**config.mk**
```make
export PLATFORM = sky130hd
export DESIGN_NAME = mem_bus_master
export DESIGN_NICKNAME = d
export VERILOG_FILES = /design/src/rtl/mem_bus_pkg.sv /design/src/rtl/mem_lane_extract.sv /design/src/rtl/mem_bus_master.sv
export SDC_FILE = /design/constraint.sdc
export NUM_CORES = 1
export LEC_CHECK = 0
export BUFFER_PORTS_ARGS = -buffer_cell sky130_fd_sc_hd__buf_2
export CAP_MARGIN = 20
export CORE_UTILIZATION = 44
export CTS_BUF_LIST = sky130_fd_sc_hd__clkbuf_8 sky130_fd_sc_hd__clkbuf_16
export CTS_CLUSTER_SIZE = 30
export DETAILED_ROUTE_END_ITERATION = 7
export PLACE_DENSITY = 0.87
export SETUP_SLACK_MARGIN = 0.1
export SLEW_MARGIN = 0
export SYNTH_ARGS = -nofsm -noshare
export SYNTH_HDL_FRONTEND = slang
export SYNTH_SLANG_ARGS = --single-unit
export TNS_END_PERCENT = 50
```
**constraint.sdc**
```tcl
create_clock -name clk -period 1.78 [get_ports clk]
set_input_delay 0.356 -clock clk [delete_from_list [all_inputs] [get_ports clk]]
set_output_delay 0.356 -clock clk [all_outputs]
set_load 0.02 [all_outputs]
```
**src/rtl/mem_bus_pkg.sv**
```systemverilog
// Shared types and helpers for the CPU-side memory bus master: access sizes,
// FSM states, lane enables, write-data replication and alignment checking.
package mem_bus_pkg;

    typedef enum logic [1:0] {
        SIZE_BYTE = 2'b00,
        SIZE_HALF = 2'b01,
        SIZE_WORD = 2'b10,
        SIZE_BAD  = 2'b11
    } mem_size_e;

    typedef enum logic [1:0] {
        StIdle,
        StBus,
        StLat,
        StResp
    } bus_state_e;

    function automatic logic [3:0] calc_byteenable(input mem_size_e size,
                                                   input logic [1:0] addr_lo);
        logic [3:0] be;
        case (size)
            SIZE_BYTE: be = 4'b0001 << addr_lo;
            SIZE_HALF: be = 4'b0011 << {addr_lo[1], 1'b0};
            SIZE_WORD: be = 4'b1111;
            default:   be = 4'b0000;
        endcase
        return be;
    endfunction

    // Narrow stores are replicated across lanes; byteenable picks the live one.
    function automatic logic [31:0] calc_writedata(input mem_size_e size,
                                                   input logic [31:0] wdata);
        logic [31:0] wd;
        case (size)
            SIZE_BYTE: wd = {4{wdata[7:0]}};
            SIZE_HALF: wd = {2{wdata[15:0]}};
            default:   wd = wdata;
        endcase
        return wd;
    endfunction

    function automatic logic is_misaligned(input mem_size_e size,
                                           input logic [1:0] addr_lo);
        logic bad;
        case (size)
            SIZE_BYTE: bad = 1'b0;
            SIZE_HALF: bad = addr_lo[0];
            SIZE_WORD: bad = |addr_lo;
            default:   bad = 1'b1;
        endcase
        return bad;
    endfunction

endpackage

```
**src/rtl/mem_lane_extract.sv**
```systemverilog
// Combinational load-lane selector: picks the addressed byte/half/word out of
// a bus word and sign- or zero-extends it to 32 bits.
module mem_lane_extract
    import mem_bus_pkg::*;
(
    input  logic [31:0] rdata,
    input  logic [1:0]  addr_lo,
    input  mem_size_e   size,
    input  logic        sign_ext,
    output logic [31:0] ext_data
);

    logic [7:0]  byte_sel;
    logic [15:0] half_sel;

    always_comb begin
        byte_sel = rdata[{addr_lo, 3'b000} +: 8];
        half_sel = addr_lo[1] ? rdata[31:16] : rdata[15:0];
        ext_data = '0;
        case (size)
            SIZE_BYTE: ext_data = {{24{sign_ext & byte_sel[7]}}, byte_sel};
            SIZE_HALF: ext_data = {{16{sign_ext & half_sel[15]}}, half_sel};
            SIZE_WORD: ext_data = rdata;
            default:   ext_data = '0;
        endcase
    end

endmodule

```
**src/rtl/mem_bus_master.sv**
```systemverilog
// CPU load/store to byte-addressed bus master with waitrequest and fixed read latency.
// Optional waitrequest timeout is enabled by defining BUS_TIMEOUT_EN.
module mem_bus_master
    import mem_bus_pkg::*;
#(
    parameter int unsigned READ_LATENCY   = 1,
    parameter int unsigned TIMEOUT_CYCLES = 16
) (
    input  logic        clk,
    input  logic        reset,
    input  logic        req_valid,
    output logic        req_ready,
    input  logic        req_write,
    input  logic [1:0]  req_size,
    input  logic        req_signed,
    input  logic [31:0] req_addr,
    input  logic [31:0] req_wdata,
    output logic        rsp_valid,
    output logic [31:0] rsp_rdata,
    output logic        rsp_err,
    output logic [31:0] address,
    output logic        read,
    output logic        write,
    output logic [31:0] writedata,
    output logic [3:0]  byteenable,
    input  logic        waitrequest,
    input  logic [31:0] readdata
);

    bus_state_e state;
    mem_size_e  size_q;
    logic [1:0] addr_lo_q;
    logic       signed_q;
    logic [1:0] lat_cnt;
    logic [31:0] ext_data;
    mem_size_e  req_size_e;

    assign req_size_e = mem_size_e'(req_size);

`ifdef BUS_TIMEOUT_EN
    localparam int unsigned TO_W = $clog2(TIMEOUT_CYCLES + 1);
    logic [TO_W-1:0] to_cnt;
`else
    logic [31:0] unused_timeout;
    assign unused_timeout = TIMEOUT_CYCLES;
`endif

    mem_lane_extract u_extract (
        .rdata    (readdata),
        .addr_lo  (addr_lo_q),
        .size     (size_q),
        .sign_ext (signed_q),
        .ext_data (ext_data)
    );

    always_ff @(posedge clk) begin
        if (reset) begin
            state      <= StIdle;
            req_ready  <= 1'b1;
            rsp_valid  <= 1'b0;
            rsp_rdata  <= '0;
            rsp_err    <= 1'b0;
            address    <= '0;
            read       <= 1'b0;
            write      <= 1'b0;
            writedata  <= '0;
            byteenable <= '0;
            size_q     <= SIZE_BYTE;
            addr_lo_q  <= '0;
            signed_q   <= 1'b0;
            lat_cnt    <= '0;
`ifdef BUS_TIMEOUT_EN
            to_cnt     <= '0;
`endif
        end else begin
            case (state)
                StIdle: begin
                    if (req_valid) begin
                        req_ready <= 1'b0;
                        address   <= {req_addr[31:2], 2'b00};
                        addr_lo_q <= req_addr[1:0];
                        size_q    <= req_size_e;
                        signed_q  <= req_signed;
                        if (is_misaligned(req_size_e, req_addr[1:0])) begin
                            // Rejected before any strobe is raised.
                            state     <= StResp;
                            rsp_valid <= 1'b1;
                            rsp_err   <= 1'b1;
                            rsp_rdata <= '0;
                        end else begin
                            state      <= StBus;
                            read       <= ~req_write;
                            write      <= req_write;
                            byteenable <= calc_byteenable(req_size_e, req_addr[1:0]);
                            writedata  <= calc_writedata(req_size_e, req_wdata);
`ifdef BUS_TIMEOUT_EN
                            to_cnt     <= '0;
`endif
                        end
                    end
                end
                StBus: begin
                    if (!waitrequest) begin
                        read  <= 1'b0;
                        write <= 1'b0;
                        if (write) begin
                            state     <= StResp;
                            rsp_valid <= 1'b1;
                            rsp_err   <= 1'b0;
                            rsp_rdata <= '0;
                        end else begin
                            state   <= StLat;
                            lat_cnt <= 2'(READ_LATENCY - 1);
                        end
                    end
`ifdef BUS_TIMEOUT_EN
                    else if (to_cnt == TO_W'(TIMEOUT_CYCLES - 1)) begin
                        read      <= 1'b0;
                        write     <= 1'b0;
                        state     <= StResp;
                        rsp_valid <= 1'b1;
                        rsp_err   <= 1'b1;
                        rsp_rdata <= '0;
                    end else begin
                        to_cnt <= to_cnt + 1'b1;
                    end
`endif
                end
                StLat: begin
                    // lat_cnt reaches zero on the edge where readdata is valid.
                    if (lat_cnt == 2'd0) begin
                        state     <= StResp;
                        rsp_valid <= 1'b1;
                        rsp_err   <= 1'b0;
                        rsp_rdata <= ext_data;
                    end else begin
                        lat_cnt <= lat_cnt - 1'b1;
                    end
                end
                StResp: begin
                    rsp_valid <= 1'b0;
                    req_ready <= 1'b1;
                    state     <= StIdle;
                end
                default: begin
                    state     <= StIdle;
                    req_ready <= 1'b1;
                    read      <= 1'b0;
                    write     <= 1'b0;
                    rsp_valid <= 1'b0;
                end
            endcase
        end
    end

endmodule
```
==> summary.md, run 1 <==
| Metric | Value |
|---|---|
| Final core occ | about three fifths |
| Worst path top cell family by delay | compound AO/OA/AOI/OAI gates |
| CTS sink cnt | approximately 110 |
| H-tree Lvls | 3 |
| Vias in the first global route | around 4700 |
| Post-DP Area | 0.00650 mm^2 |
| Clk buf depth | 2 |
| Seq/Total Area, Yosys | 43.0% |
| Layout cells sized above 1 | 35.6% |
| Worst-path clk slew | ~70 ps |
| Uppermost layer routed | met4 |
| Relative slew slack | ~53% |
| Seq cells post-synth | ~110 |
| Overflow after GRT | 0 |
| Final min period | about 1700 ps |
| Fin Setup TNS | 0 ps |
| Die X | 111 um |
| Final hold vios | 0 |
| I/O pin total | roughly 210 |
| Post-synth EDFFs | 0 |
| RSZ-0062 raised after global routing | yes |
| Post-Synthesis Cells | a little over 600 |
| Worst-path cell chain | inv_4, ha_4, nor2b_4, a211oi_4, buf_4, nand4_1, buf_4, o2bb2ai_1 |
| Largest net degree at the start of global routing | between 50 and 60 |
| Worst Skew | 10.4 ps |
| Most frequent cells in the layout | 206 x buf_2, 142 x nand2_1, 110 x dfxtp_1 |
| DRT Wirelength | between 10000 and 15000 um |
| P per Cell Area | between 1000 and 1500 mW/mm^2 |
| # setup viols final | 0 |
| Nets | just over 900 |
| Commonest non-fill, non-tap cell in the layout | buf_2 |
| Worst Max-Slew Pin Slew | about 700 ps |
| Sequential Power Share | between 30 and 40% |
| Die H | ~110 um |
| Yosys warns | 0 |
| Post-route ant nets | 0 |
| Hold Crit Class | in -> reg |
| Core region area | 0.0115 mm^2 |
| CP Max Fanout | 9 |
| Router iterations before antenna repair | 5 |
| Clock group share of total power | 24.8% |
| Pint | between 0.005 and 0.006 W |
| FFs w/ async S/R, synth | 0% |
| Avg Vias per Cell | approximately 5.4 |
| WHS | 191 ps |
| Met2 routed WL | 6960 um |
| Leakage | 3.02 nW |
| Area Growth Syn to Fin | 31.8% |
| Core Rows | 39 |
| Overall Global Routing Usage | approximately 23% |
| Metal3 WL | approximately 1200 um |
| GPL Wtd Cong | around 0.84 |
| Count of buffer and inverter cells on the critical path | 3 |
| Tcrit/Tclk final | a little over nine tenths |
| CTS tree | built |
| Leading area contributor after synthesis | dfxtp_1 |
| Via Count | a little over 5000 |
| WS Path Type | reg -> reg |
| WP data arrival | 2010 ps |
| I/O Buffers | approximately 200 |
| Logic pwr share | between 30% and 40% |
| Most Frequent Cell on Critical Path | buf_4 |
| CP required | 2060 ps |
| DRC | 0 |
| Max incr delay on CP | ~400 ps |
| Sw frac | 36.0% |
| Die area | 0.0123 mm^2 |
| Initial DRC count | 339 |
| CTS Buf Count | 9 |
| Average wire per standard cell | roughly 15 um |
| Commonest register cell after synthesis | dfxtp_1 |
| Syn_area_per_cell | about 8.5 um^2 |
| Skew-Pair Late Insertion Delay | roughly 350 ps |
| Fmax | between 0.5 and 0.6 GHz |
| Critical Path Start Type | flop |
| Metal-1 WL | around 5900 um |
| Root Driver | clkbuf_16 |
| Initial antenna violation count | 1 |
| Status | finished, final reports clean |
| CP endpoint kind | flop |
| Finished Cell Area | slightly below 0.007 mm^2 |
| Slowest cell on crit path | dfxtp_4 |
| Mapped Area | 0.00522 mm^2 |
| Detail Placement HPWL | about 10000 um |
| Starting Density | 45.5% |
| P_sw | between 0.002 and 0.003 W |
| First-pass GRT wire length | 23000 um |
| Post-synth cell types | 50 |
| Slew Viols, Final | 0 |
| Synth top area cells | dfxtp_1 43%, nand2_1 10%, a21oi_1 5.8%, a22o_1 3.9%, o21ai_0 3.6% |
| Top cell type's share of synthesized area | 43.0% |
| Max_cap viols | 0 |
| Worst vdd ir | between 0.0009 and 0.001 V |
final timing paths:
path / from / end / slack (ps) / depth (start not counted)
setup / recovery: state[1] / rsp_rdata[9] / 50 / 8
hold reg to reg: lat_cnt[1] / lat_cnt[1] / 450 / 2
setup reg to reg: state[1] / rsp_rdata[9] / 50 / 8
hold / removal: req_write / read / 190 / 2
cell type report:
cell class	count	area, um^2
diodes	1	2.50
well taps	143	179
fillers	999	4590
clock buffers	12	278
inverters	6	27.5
repair buffers	237	1370
clock inverters	4	25.0
flip-flops and latches	112	2250
multi-input cells	440	2750
per-layer routing:
layer	global-route usage, %	vias to the layer above
met5	0	-
met4	6.76	0
met3	7.60	20
met2	38.7	217
met1	27.6	2368
li1	-	2539
cells in the mapped netlist, types with 9 or more instances:
library cell and instances:
o2bb2ai_1 16, dfxtp_1 112, o21ai_0 38, a211oi_1 11, nor2_1 29, a22o_1 23, buf_2 18, nand2_1 142
clkbuf_1 23, nor2b_1 14, a221oi_1 9, mux2_2 9, mux2i_1 18, a21oi_1 60
registers in the layout, indices dropped and copies added (netlist names):
| signal | flops |
|---|---|
| addr_lo_q | 2 |
| address | 30 |
| byteenable | 4 |
| lat_cnt | 2 |
| read | 1 |
| req_ready | 1 |
| rsp_err | 1 |
| rsp_rdata | 32 |
| rsp_valid | 1 |
| signed_q | 1 |
| size_q | 2 |
| state | 2 |
| write | 1 |
| writedata | 32 |
through the flow:
stage                     std cells  setup slack [ps]  power, W
after CTS                       951              32.8   0.00818
after global placement          935             -19.2   0.00608
after floorplan                 612              83.5   0.00520
final                           955              46.0   0.00820
after detailed placement        935              -120   0.00614
after global routing            954             -29.5   0.00867
kinds of logic after synthesis:
logic type | count (synthesis) | synth area share [%]
and+or+nand+nor | 214 | 18.0
AOI/OAI and AO/OA | 186 | 24.7
DFF | 112 | 43.0
buffers and inverters | 60 | 5.68
muxes | 30 | 6.69
adders and majority gates | 7 | 1.68
other | 1 | 0.0719
xor gates and xnor gates | 1 | 0.168
power groups by stage:
| stage | combinational, W | sequential (W) | clock, W |
|---|---|---|---|
| floorplan | 0.00171 | 0.00348 | 0 |
| global placement | 0.00296 | 0.00312 | 0 |
| detailed placement | 0.00301 | 0.00313 | 0 |
| CTS | 0.00302 | 0.00308 | 0.00208 |
| global route | 0.00338 | 0.00312 | 0.00217 |
| finish | 0.00309 | 0.00308 | 0.00203 |
repair_timing:
item,in CTS,in global routing
gates resized for setup,1,4
hold endpoints to repair,0,0
hold buffers,0,0
buffers inserted,0,2
cloned,0,1
pin swaps,0,2
endpoints found under the setup margin,32,47
Note: power is estimated with default switching activity, not from simulation.
==> run 2, diff against run 1 <==
CTS_BUF_LIST = unset   (was sky130_fd_sc_hd__clkbuf_8 sky130_fd_sc_hd__clkbuf_16)
==> run 2 against run 1 <==
  * Hold slack improved by 2.3 ps
  * Non-clock buffer count did not move
  * Global-route usage barely moved
  * Critical endpoint unchanged
  * Cell area did not move
  * Maximum frequency barely moved
  * Via count rose by 0.16%
==> summary.md, run 2 (synthesis gave the netlist of run 1 again) <==
| Metric | Value |
|---|---|
| Fmax | 0.577 GHz (about the same) |
| Multi-input gate area | 0.00275 mm^2 (unchanged) |
| Initial antenna violation count | 1 (unchanged) |
| Max_cap viols | 0 (unchanged) |
| Clk buf depth | 2 (unchanged) |
| Area Growth Syn to Fin | 31.8% (unchanged) |
| WP data arrival | 2010 ps (about the same) |
| Hold Crit Class | in -> reg |
| CP Max Fanout | 9 (unchanged) |
| Largest net degree at the start of global routing | 52 (unchanged) |
| # setup viols final | 0 (unchanged) |
| Via Count | 5152 (+0.16%) |
| Relative slew slack | 53.0% (about the same) |
| HP Start | req_write |
| Core Rows | 39 (unchanged) |
| CTS tree | built |
| DRT Wirelength | 14300 um (about the same) |
| Placed cell count | 935 (unchanged) |
| Status | finished, final reports clean |
| Worst Max-Slew Pin Slew | 701 ps (-0.643 ps) |
| Layout cells sized above 1 | 35.6% (unchanged) |
| Worst-path clk slew | 70 ps (about the same) |
| Commonest non-fill, non-tap cell in the layout | buf_2 |
| DRC | 0 (unchanged) |
| Overflow after GRT | 0 (unchanged) |
| I/O Buffers | 206 (unchanged) |
| Final hold vios | 0 (unchanged) |
| Overall Global Routing Usage | 22.9% (about the same) |
| Skew-Pair Late Insertion Delay | 350 ps (about the same) |
| I/O pin total | 209 (unchanged) |
| Post-route ant nets | 0 (unchanged) |
| FF/Latch Area | 0.00225 mm^2 (unchanged) |
| Most frequent cells in the layout | 206 x buf_2, 142 x nand2_1, 110 x dfxtp_1 |
| Slew Viols, Final | 0 (unchanged) |
| Die H | 111 um (unchanged) |
| Starting Density | 45.5% (unchanged) |
| WS Path Type | reg -> reg |
| Root Driver | clkbuf_16 |
| Router iterations before antenna repair | 5 (unchanged) |
| Leakage | 3.01 nW (-0.27%) |
| R2r endpoint | rsp_rdata[9] |
| GPL Wtd Cong | 0.840 (unchanged) |
| Vias in the first global route | 4745 (+0.15%) |
| Worst r2r path cells | 8 (unchanged) |
| CP endpoint kind | flop |
| CTS sink cnt | 112 (unchanged) |
| Worst Skew | 10.4 ps (+0.0817 ps) |
| Avg Vias per Cell | 5.39 (+0.16%) |
| Critical Path Start Type | flop |
| P per Cell Area | 1190 mW/mm^2 (+0.11%) |
| H-tree Lvls | 3 (unchanged) |
| Core region area | 0.0115 mm^2 (unchanged) |
| CP required | 2050 ps (about the same) |
| Detail Placement HPWL | 10100 um (unchanged) |
| Final min period | 1730 ps (-0.914 ps) |
| Worst vdd ir | 0.000942 V (about the same) |
| Initial DRC count | 342 (+0.88%) |
| Top Registers | rsp_rdata: 32 flops, writedata: 32 flops, address: 30 flops |
| Worst R2R Start | state[1] |
| CTS Buf Count | 9 (unchanged) |
| Die X | 111 um (unchanged) |
| First-pass GRT wire length | 23000 um (about the same) |
| Average wire per standard cell | 15.0 um (about the same) |
| Die area | 0.0123 mm^2 (unchanged) |
| CP Capture Point | rsp_rdata[9] |
| Tcrit/Tclk final | 97.4% (about the same) |
| Fin Setup TNS | 0 ps (unchanged) |
| Fin cells | 955 (unchanged) |
| RSZ-0062 raised after global routing | yes |
| Worst setup path start | state[1] |
| R2r setup slk | 50 ps (about the same) |
| Nets | 917 (unchanged) |
| Filler Cell Count | 999 (unchanged) |
==> run 2: how the worst min path moves through the flow <==
| stage | endpoint | cells past startpoint |
|---|---|---|
| 4_1_cts | read | 2 |
| 5_1_grt | read | 2 |
| 2_1_floorplan | lat_cnt[1] | 2 |
| 3_5_place_dp | address[15] | 2 |
| 6_report | read | 2 |
| 3_3_place_gp | address[8] | 2 |
==> run 2: what timing repair did <==
item / in CTS / in global routing
endpoints found under the setup margin: 32 / 47
setup buffers: 0 / 2
hold buffers: 0 / 0
gates resized for setup: 1 / 4
gates cloned: 0 / 1
pin swaps: 0 / 2
==> run 2: through the flow <==
stage	setup WS [ps]	hold slack (ps)	cell area [um^2]	utilization [%]	total power [W]
3_5_place_dp	-120	445	6500	56.7	0.00614
4_1_cts	32.8	175	6810	59.4	0.00819
3_3_place_gp	-19.2	438	6500	56.7	0.00608
2_1_floorplan	83.5	432	5300	-	0.00520
5_1_grt	-29.7	182	6870	59.9	0.00868
6_report	46.9	193	6880	60.0	0.00821
==> run 2: power by group <==
group,internal [W],switching [W]
clock network,0.00112,0.000917
registers,0.00287,0.000209
logic,0.00127,0.00182
==> run 2: worst max-delay path: stages, from the launching register on <==
cell and delay (ps):
dfxtp_4 400, inv_4 60, ha_4 170, nor2b_4 140
a211oi_4 280, buf_4 180, nand4_1 90, buf_4 180
o2bb2ai_1 150
==> run 2: area by class of cell <==
cell class	count	area share (%)
timing repair buffer	237	19.9
tap	143	2.60
inverter	6	0.400
clock inverter	2	0.255
clock buffer	14	4.15
sequential	112	32.7
antenna	1	0.0364
multi-input combinational	440	39.9
==> run 2: metal layers <==
metal / track usage (%) / up-vias / routed length (um)
li1: - / 2540 / -
met4: 6.76 / 0 / 190
met2: 38.7 / 233 / 6990
met3: 7.60 / 18 / 1200
met5: 0 / - / 0
met1: 27.5 / 2361 / 5930
